[src/rtl/unidad_writeback.sv]
// unidad_writeback: owns the register bank write port, merging ALU results with in-order variable-latency load returns
module unidad_writeback #(
  parameter int DEPTH = 4,
  parameter int STARVE_LIMIT = 3
) (
  input  logic        clk,
  input  logic        rst,
  input  logic        alu_valid,
  input  logic [4:0]  alu_rd,
  input  logic [31:0] alu_data,
  output logic        alu_ready,
  input  logic        ld_issue,
  input  logic [4:0]  ld_rd,
  output logic        ld_ready,
  input  logic        mem_valid,
  input  logic [31:0] mem_data,
  output logic        wb_we,
  output logic [4:0]  wb_rd,
  output logic [31:0] wb_data,
  output logic [31:0] pending_mask,
  output logic        resp_err
);
  localparam int PW = $clog2(DEPTH);
  localparam int CW = PW + 1;
  localparam int SW = $clog2(STARVE_LIMIT + 1);
  logic [4:0]       rd_q   [DEPTH];
  logic [31:0]      data_q [DEPTH];
  logic [DEPTH-1:0] filled;
  logic [PW-1:0]    hd, tl, fidx, idx;
  logic [CW-1:0]    cnt;
  logic [SW-1:0]    starve;
  logic             found, all_filled, load_req, alu_req, load_prio;
  logic             head_commit, alu_commit, issue_ok, head_wr;
  logic [31:0]      mask;
  // find the oldest unfilled entry and collect outstanding destinations
  always_comb begin
    found = 1'b0;
    fidx = '0;
    idx = '0;
    all_filled = 1'b1;
    mask = '0;
    for (int k = 0; k < DEPTH; k++) begin
      idx = hd + PW'(k);
      if (CW'(k) < cnt) begin
        if (!filled[idx]) begin
          all_filled = 1'b0;
          if (!found) begin
            found = 1'b1;
            fidx = idx;
          end
        end
        mask[rd_q[idx]] = 1'b1;
      end
    end
    mask = mask | (wb_we ? (32'd1 << wb_rd) : 32'd0);
    mask[0] = 1'b0;
  end
  assign pending_mask = mask;
  assign ld_ready = cnt < CW'(DEPTH);
  assign issue_ok = ld_issue && ld_ready;
  assign load_req = (cnt != '0) && filled[hd];
  assign alu_req = alu_valid && (alu_rd != 5'd0);
  assign load_prio = load_req && ((cnt == CW'(DEPTH) && all_filled) || starve >= SW'(STARVE_LIMIT));
  assign alu_ready = !(load_prio && alu_req);
  assign head_commit = load_req && (load_prio || !alu_req);
  assign alu_commit = alu_req && !head_commit;
  assign head_wr = head_commit && (rd_q[hd] != 5'd0);
  always_ff @(posedge clk or posedge rst) begin
    if (rst) begin
      hd <= '0;
      tl <= '0;
      cnt <= '0;
      filled <= '0;
      starve <= '0;
      resp_err <= 1'b0;
      wb_we <= 1'b0;
      wb_rd <= '0;
      wb_data <= '0;
    end else begin
      if (head_commit) hd <= hd + 1'b1;
      if (issue_ok) begin
        tl <= tl + 1'b1;
        filled[tl] <= 1'b0;
      end
      if (mem_valid && found) filled[fidx] <= 1'b1;
      if (mem_valid && !found) resp_err <= 1'b1;
      cnt <= cnt + CW'(issue_ok) - CW'(head_commit);
      starve <= (head_commit || !load_req) ? '0 : starve + SW'(starve != '1);
      wb_we <= head_wr || alu_commit;
      if (alu_commit) begin
        wb_rd <= alu_rd;
        wb_data <= alu_data;
      end else if (head_wr) begin
        wb_rd <= rd_q[hd];
        wb_data <= data_q[hd];
      end
    end
  end
  // payload storage needs no reset: validity lives in cnt/filled
  always_ff @(posedge clk) begin
    if (issue_ok) rd_q[tl] <= ld_rd;
    if (mem_valid && found) data_q[fidx] <= mem_data;
  end
endmodule
[config.mk]
export PLATFORM = sky130hd
export DESIGN_NAME = unidad_writeback
export DESIGN_NICKNAME = d
export VERILOG_FILES = /design/src/rtl/unidad_writeback.sv
export SDC_FILE = /design/constraint.sdc
export NUM_CORES = 1
export LEC_CHECK = 0
export CORE_AREA = 2 2 178 180
export CTS_BUF_LIST = sky130_fd_sc_hd__clkbuf_2
export DETAILED_ROUTE_END_ITERATION = 16
export DIE_AREA = 0 0 180 182
export SLEW_MARGIN = 5
export SYNTH_ARGS = -nofsm -noshare
export SYNTH_HDL_FRONTEND = slang
export SYNTH_SLANG_ARGS = --single-unit
export TNS_END_PERCENT = 10
[constraint.sdc]
create_clock -name clk -period 6 [get_ports clk]
set_input_delay 0.9 -clock clk [delete_from_list [all_inputs] [get_ports clk]]
set_output_delay 0.9 -clock clk [all_outputs]
set_load 0.01 [all_outputs]
==> flow_summary.json, run 1 <==
{
  "status": "finished clean",
  "num_rows": 65,
  "setup_viol": 0,
  "fp.dieW_microns": 180,
  "critPathLaunchType": "register",
  "place_congestion": 0.915,
  "root_buffer": "clkbuf_2",
  "wl_per_cell_microns": 20.2,
  "synth_warnings": 0,
  "cts_tree": "done",
  "slowest_delay_ps": 1170,
  "drive_gt1_share_pct": 13.8,
  "hold_path_class": "register to register",
  "postCtsResizedCells": 0,
  "power_density_nw_per_um2": 595,
  "worstPathRequired_ps": 5100,
  "firstDrtPassIters": 6,
  "cp.arrival_ps": 4570,
  "routed_wl_microns": 27400,
  "clk_pin_slew_ps": 250,
  "nFillCells": 2954,
  "ant_nets": 0,
  "syn_nets": 897,
  "path_cells": "mux2_2 > mux2_2 > nor3_1 > a22oi_1 > nand3_1 > clkdlybuf4s50_1",
  "syn_avg_cell_area_sq_um": 12.4,
  "fin_util_pct": 39.3,
  "crit_fanout": 75,
  "period_share_pct": 91.1,
  "nets": 1025,
  "crit_start": "hd[1]",
  "numClockSinks": 200,
  "synth_seq_cells": 200,
  "cts_made_buffers": 17,
  "post-route-min-period_ps": 5470,
  "synth-edff-count": 148,
  "synth-async-reset-ratio_pct": 26.0,
  "globalRouteTotalUtil_pct": 16.6,
  "critPathKind": "register to primary output",
  "skew_ps": 49.0,
  "post_cts_buffers": 0,
  "worstMarginPinSlew_ps": 1250,
  "worstHoldStart": "starve[0]",
  "worst_skew_pair.late_latency_ps": 740,
  "drtIter0Drc": 719,
  "relSlewSlack_pct": 16.0,
  "syn_inst": 809,
  "worst_setup_path_end_kind": "primary output",
  "grt_pass1_wl_microns": 42100,
  "rsz0062_at_grt": "no",
  "ys_types": 62,
  "pre_cts_ws_ps": 1390,
  "max_cap_violations": 0,
  "hold_buffers": 0,
  "htreeDepth": 4,
  "pin_count": 152,
  "vias_per_cell": 5.23,
  "grt_max_degree": 78,
  "vias": 7078,
  "drv_slew": 0,
  "grt_pass1_vias": 7190,
  "hpwl_microns": 19000,
  "yosysSeqAreaShare_pct": 57.1,
  "ir_worst_vdd_uv": 346,
  "antenna_found_initial": 1,
  "synth_top_area_share_pct": 44.2,
  "grt-ovfl-total": 0,
  "p_leak_uw": 0.00427,
  "synth_top_cell_by_area": "edfxtp_1",
  "area_growth_pct": 21.0,
  "max_freq_mhz": 183,
  "core_area_sq_um": 31000,
  "numPortBuffers": 150,
  "worstReg2RegStart": "hd[0]",
  "crit_slowest_cell": "dfrtp_4",
  "finalWorstSetupSlack_ps": 532,
  "synth_area_leaders": "edfxtp_1 44%, dfrtp_1 13%, mux4_2 8.1%",
  "die_y_microns": 182,
  "ys.flop_type": "edfxtp_1",
  "die_area_sq_um": 32800,
  "hold_viol": 0,
  "initial_core_util_pct": 32.5,
  "drc": 0,
  "timing.setup.tns_ps": 0,
  "netlist_area_sq_um": 10100,
  "critical_path.most_common_cell": "mux2_2",
  "clockBufferDepth": 2
}
[metal layers]
metal	track usage (%)	share of wire (%)
met1	21.7	44
met2	27.6	48
met3	4.13	7.1
met4	4.88	1.6
met5	0	0
[final cells by class]
type	count	area [sq um]	share of cell area, %
Clock buffer	17	85.1	0.699
Sequential cell	200	5750	47.2
Inverter	16	60.1	0.493
Clock inverter	15	210	1.73
Timing Repair Buffer	153	1520	12.5
Multi-Input combinational cell	549	4040	33.2
Antenna cell	1	2.50	0.0206
Tap cell	402	503	4.13
[cell usage in the layout, fill, tap and decap left out, types with 15 or more instances in the layout]
master,instances
a31oi_1,20
clkbuf_2,17
edfxtp_1,148
mux4_2,36
dfrtp_1,50
inv_1,15
clkdlybuf4s50_1,150
mux2_2,22
nand3_1,31
a22oi_1,61
nand2_1,132
nor2_1,85
a31oi_2,19
mux2i_1,22
[metrics by stage]
| step | std cells | total power, uW | area (sq um) | hold slack [ps] |
|---|---|---|---|---|
| 6_report | 1353 | 7240 | 12200 | 522 |
| 5_1_grt | 1353 | 7750 | 12200 | 547 |
| 4_1_cts | 1352 | 7310 | 12200 | 519 |
| 3_5_place_dp | 1320 | 6550 | 11900 | 487 |
| 3_3_place_gp | 1320 | 6530 | 11900 | 481 |
| 2_1_floorplan | 809 | 5060 | 10100 | 458 |
[worst paths after layout]
path	slack, ps	to	depth (start not counted)
max in group asynchronous	4780	hd[0]	3
min	520	starve[0]	1
max	530	pending_mask[28]	6
max reg2reg	1740	data_q[1][14]	7
min in group asynchronous	620	wb_data[21]	3
min reg2reg	520	starve[0]	1
[logic make-up after synthesis]
group	after synthesis	synth area share, %
AO/OA/AOI/OAI	142	11.2
XOR/XNOR	5	0.435
adder cells (fa/ha/maj)	9	1.19
buffers and inverters	60	3.24
flip-flops	200	57.1
multiplexers	82	13.2
other	1	0.0373
AND/OR/NAND/NOR	310	13.7
[worst max-delay path: cells and delay by family, from the launching register on]
kind / cells / cell delay (ps)
flip-flops: 1 / 1170
AND/OR/NAND/NOR: 2 / 1140
multiplexers: 2 / 740
buffers and inverters: 1 / 550
AO/OA/AOI/OAI: 1 / 230
[registers in the layout (all words and copies together) (netlist names)]
| register | flops |
|---|---|
| tl | 2 |
| cnt | 3 |
| wb_we | 1 |
| starve | 2 |
| rd_q | 20 |
| filled | 4 |
| hd | 2 |
| wb_data | 32 |
| data_q | 128 |
| wb_rd | 5 |
| resp_err | 1 |
[synth_stat cells, drive strengths merged (12+ instances only)]
| master | count |
|---|---|
| a22oi | 61 |
| a31oi | 39 |
| buf | 32 |
| clkbuf | 12 |
| dfrtp | 52 |
| edfxtp | 148 |
| inv | 16 |
| mux2 | 22 |
| mux2i | 23 |
| mux4 | 37 |
| nand2 | 132 |
| nand3 | 31 |
| nor2 | 90 |
[power breakdown]
part	switching, uW	internal [uW]
combinational	2280	1630
sequential	432	2150
clock	468	284
total	3180	4070
Power figures use the tool's default switching activity.
==> run 2: changes to the inputs <==
Settings changed: CORE_AREA 2 2 178 180 to 2 2 167 210, DIE_AREA 0 0 180 182 to 0 0 169 212, SLEW_MARGIN 5 to 30.
==> run 2 against run 1 <==
  * Global-route usage fell by 1.0 points
  * Die area rose by 9.4%
  * Setup slack improved by 300 ps
  * Critical endpoint unchanged
  * Clock power fell by 15%
  * Sequential cell count did not move
  * Hold slack got worse by 9.6 ps
  * First-iteration DRC count fell by 7.8%
  * Total power rose by 0.79%
  * Sequential share of layout area fell by 0.56 points
  * Final area rose by 1.2%
  * Core utilization fell by 3.1 points
==> flow_summary.json, run 2 (same netlist as run 1, synthesis figures left out) <==
{
  "hold_viol": 0,
  "rsz0062_at_grt": "no",
  "globalRouteTotalUtil_pct": 15.6,
  "largest_register_ffs": 128,
  "die_area_sq_um": 35800,
  "crit_slowest_cell": "dfrtp_4",
  "pin_count": 152,
  "worst_skew_pair.late_latency_ps": 780,
  "grt_max_degree": 78,
  "grt_pass1_vias": 7342,
  "path_buf_inv": 2,
  "cts_tree": "done",
  "cp_top_family": "simple AND/OR/NAND/NOR gates",
  "slowest_delay_ps": 800,
  "htreeDepth": 4,
  "ant_nets": 0,
  "firstDrtPassIters": 5,
  "max_cap_violations": 0,
  "worstHoldStart": "starve[0]",
  "root_buffer": "clkbuf_2",
  "multi_input_comb_area_sq_um": 4050,
  "num_rows": 76,
  "nets": 1033,
  "largestRegisters": "data_q: 128 flops, wb_data: 32 flops, rd_q: 20 flops",
  "whs_ps": 513,
  "routed_wl_microns": 27800,
  "worstPathRequired_ps": 5100,
  "ir_worst_vdd_uv": 364,
  "grt-ovfl-total": 0,
  "critical_path.most_common_cell": "mux2_2",
  "place_congestion": 0.949,
  "drc": 0,
  "period_share_pct": 86.2,
  "final_cell_mix": "150 x clkdlybuf4s50_1, 148 x edfxtp_1, 132 x nand2_1",
  "setup_viol": 0,
  "postCtsResizedCells": 0,
  "hold_buffers": 0,
  "skew_ps": 39.4,
  "crit_start": "hd[1]",
  "status": "finished clean",
  "power_density_nw_per_um2": 593,
  "drtIter0Drc": 663,
  "core_area_sq_um": 34000,
  "worstMarginPinSlew_ps": 967,
  "pre_cts_ws_ps": 1680,
  "nFillCells": 3366,
  "antenna_found_initial": 2,
  "finalWorstSetupSlack_ps": 829,
  "max_freq_mhz": 193,
  "clk_pin_slew_ps": 240,
  "top_register": "data_q",
  "final_common_cell": "clkdlybuf4s50_1",
  "p_leak_uw": 0.00433,
  "initial_core_util_pct": 29.6,
  "post-route-min-period_ps": 5170,
  "numClockSinks": 200,
  "fp.dieW_microns": 169,
  "relSlewSlack_pct": 35.5,
  "clockBufferDepth": 2,
  "grt_pass1_wl_microns": 42600,
  "vias": 7219,
  "worst_setup_path_end_kind": "primary output",
  "drv_slew": 0,
  "crit_fanout": 42,
  "vias_per_cell": 5.20,
  "hpwl_microns": 19800,
  "path_cells": "buf_16 > mux2_2 > mux2_2 > nor3_1 > a22oi_1 > nand3_1 > clkdlybuf4s50_1",
  "timing.setup.tns_ps": 0,
  "cp.arrival_ps": 4270,
  "worstReg2RegStart": "hd[1]",
  "post_cts_buffers": 0,
  "numPortBuffers": 150,
  "die_y_microns": 212,
  "cts_made_buffers": 17,
  "critPathKind": "register to primary output",
  "hold_path_class": "register to register",
  "area_growth_pct": 22.4,
  "wl_per_cell_microns": 20.0,
  "drive_gt1_share_pct": 14.7,
  "critPathLaunchType": "register",
  "register_area_sq_um": 5750
}
==> run 2: cell count changes in the layout (fill, tap and decap cells not counted), sizes merged <==
cell and delta:
clkinv +4, buf +8, bufinv -2, clkinvlp -2, clkbuf +3, inv -4
==> run 2: where the power goes <==
part / internal [uW] / switching, uW
clock: 197 / 441
sequential: 2140 / 337
combinational: 1780 / 2410
total: 4110 / 3190
==> run 2: cell type report <==
class | count | share of cell area, %
timing repair buffer | 161 | 13.8
inverter | 16 | 0.487
clock buffer | 20 | 0.812
tap | 429 | 4.36
sequential | 200 | 46.7
multi-input combinational | 549 | 32.9
antenna | 1 | 0.0203
clock inverter | 11 | 1.02
==> run 2: worst paths after layout <==
check | endpoint | slack (ps) | cells past startpoint
setup / recovery | pending_mask[28] | 830 | 7
hold / removal | starve[0] | 510 | 1
setup reg to reg | data_q[2][6] | 2100 | 8
hold reg to reg | starve[0] | 510 | 1
max in group asynchronous | hd[1] | 4850 | 3
min in group asynchronous | wb_data[11] | 580 | 3
==> run 2: metal layers <==
layer | GRT usage, % | wire (microns)
met5 | 0 | 13
met4 | 5.98 | 850
met3 | 3.54 | 1650
met2 | 27.5 | 14100
met1 | 18.6 | 11200
==> run 2: stage by stage <==
stage | power (uW) | cells | utilization, % | instance area (sq um)
6_report | 7300 | 1387 | 36.2 | 12300
5_1_grt | 7800 | 1387 | 36.2 | 12300
4_1_cts | 7370 | 1385 | 36.1 | 12300
3_5_place_dp | 6730 | 1354 | 35.5 | 12100
3_3_place_gp | 6540 | 1349 | 35.0 | 11900
2_1_floorplan | 5060 | 809 | - | 10100
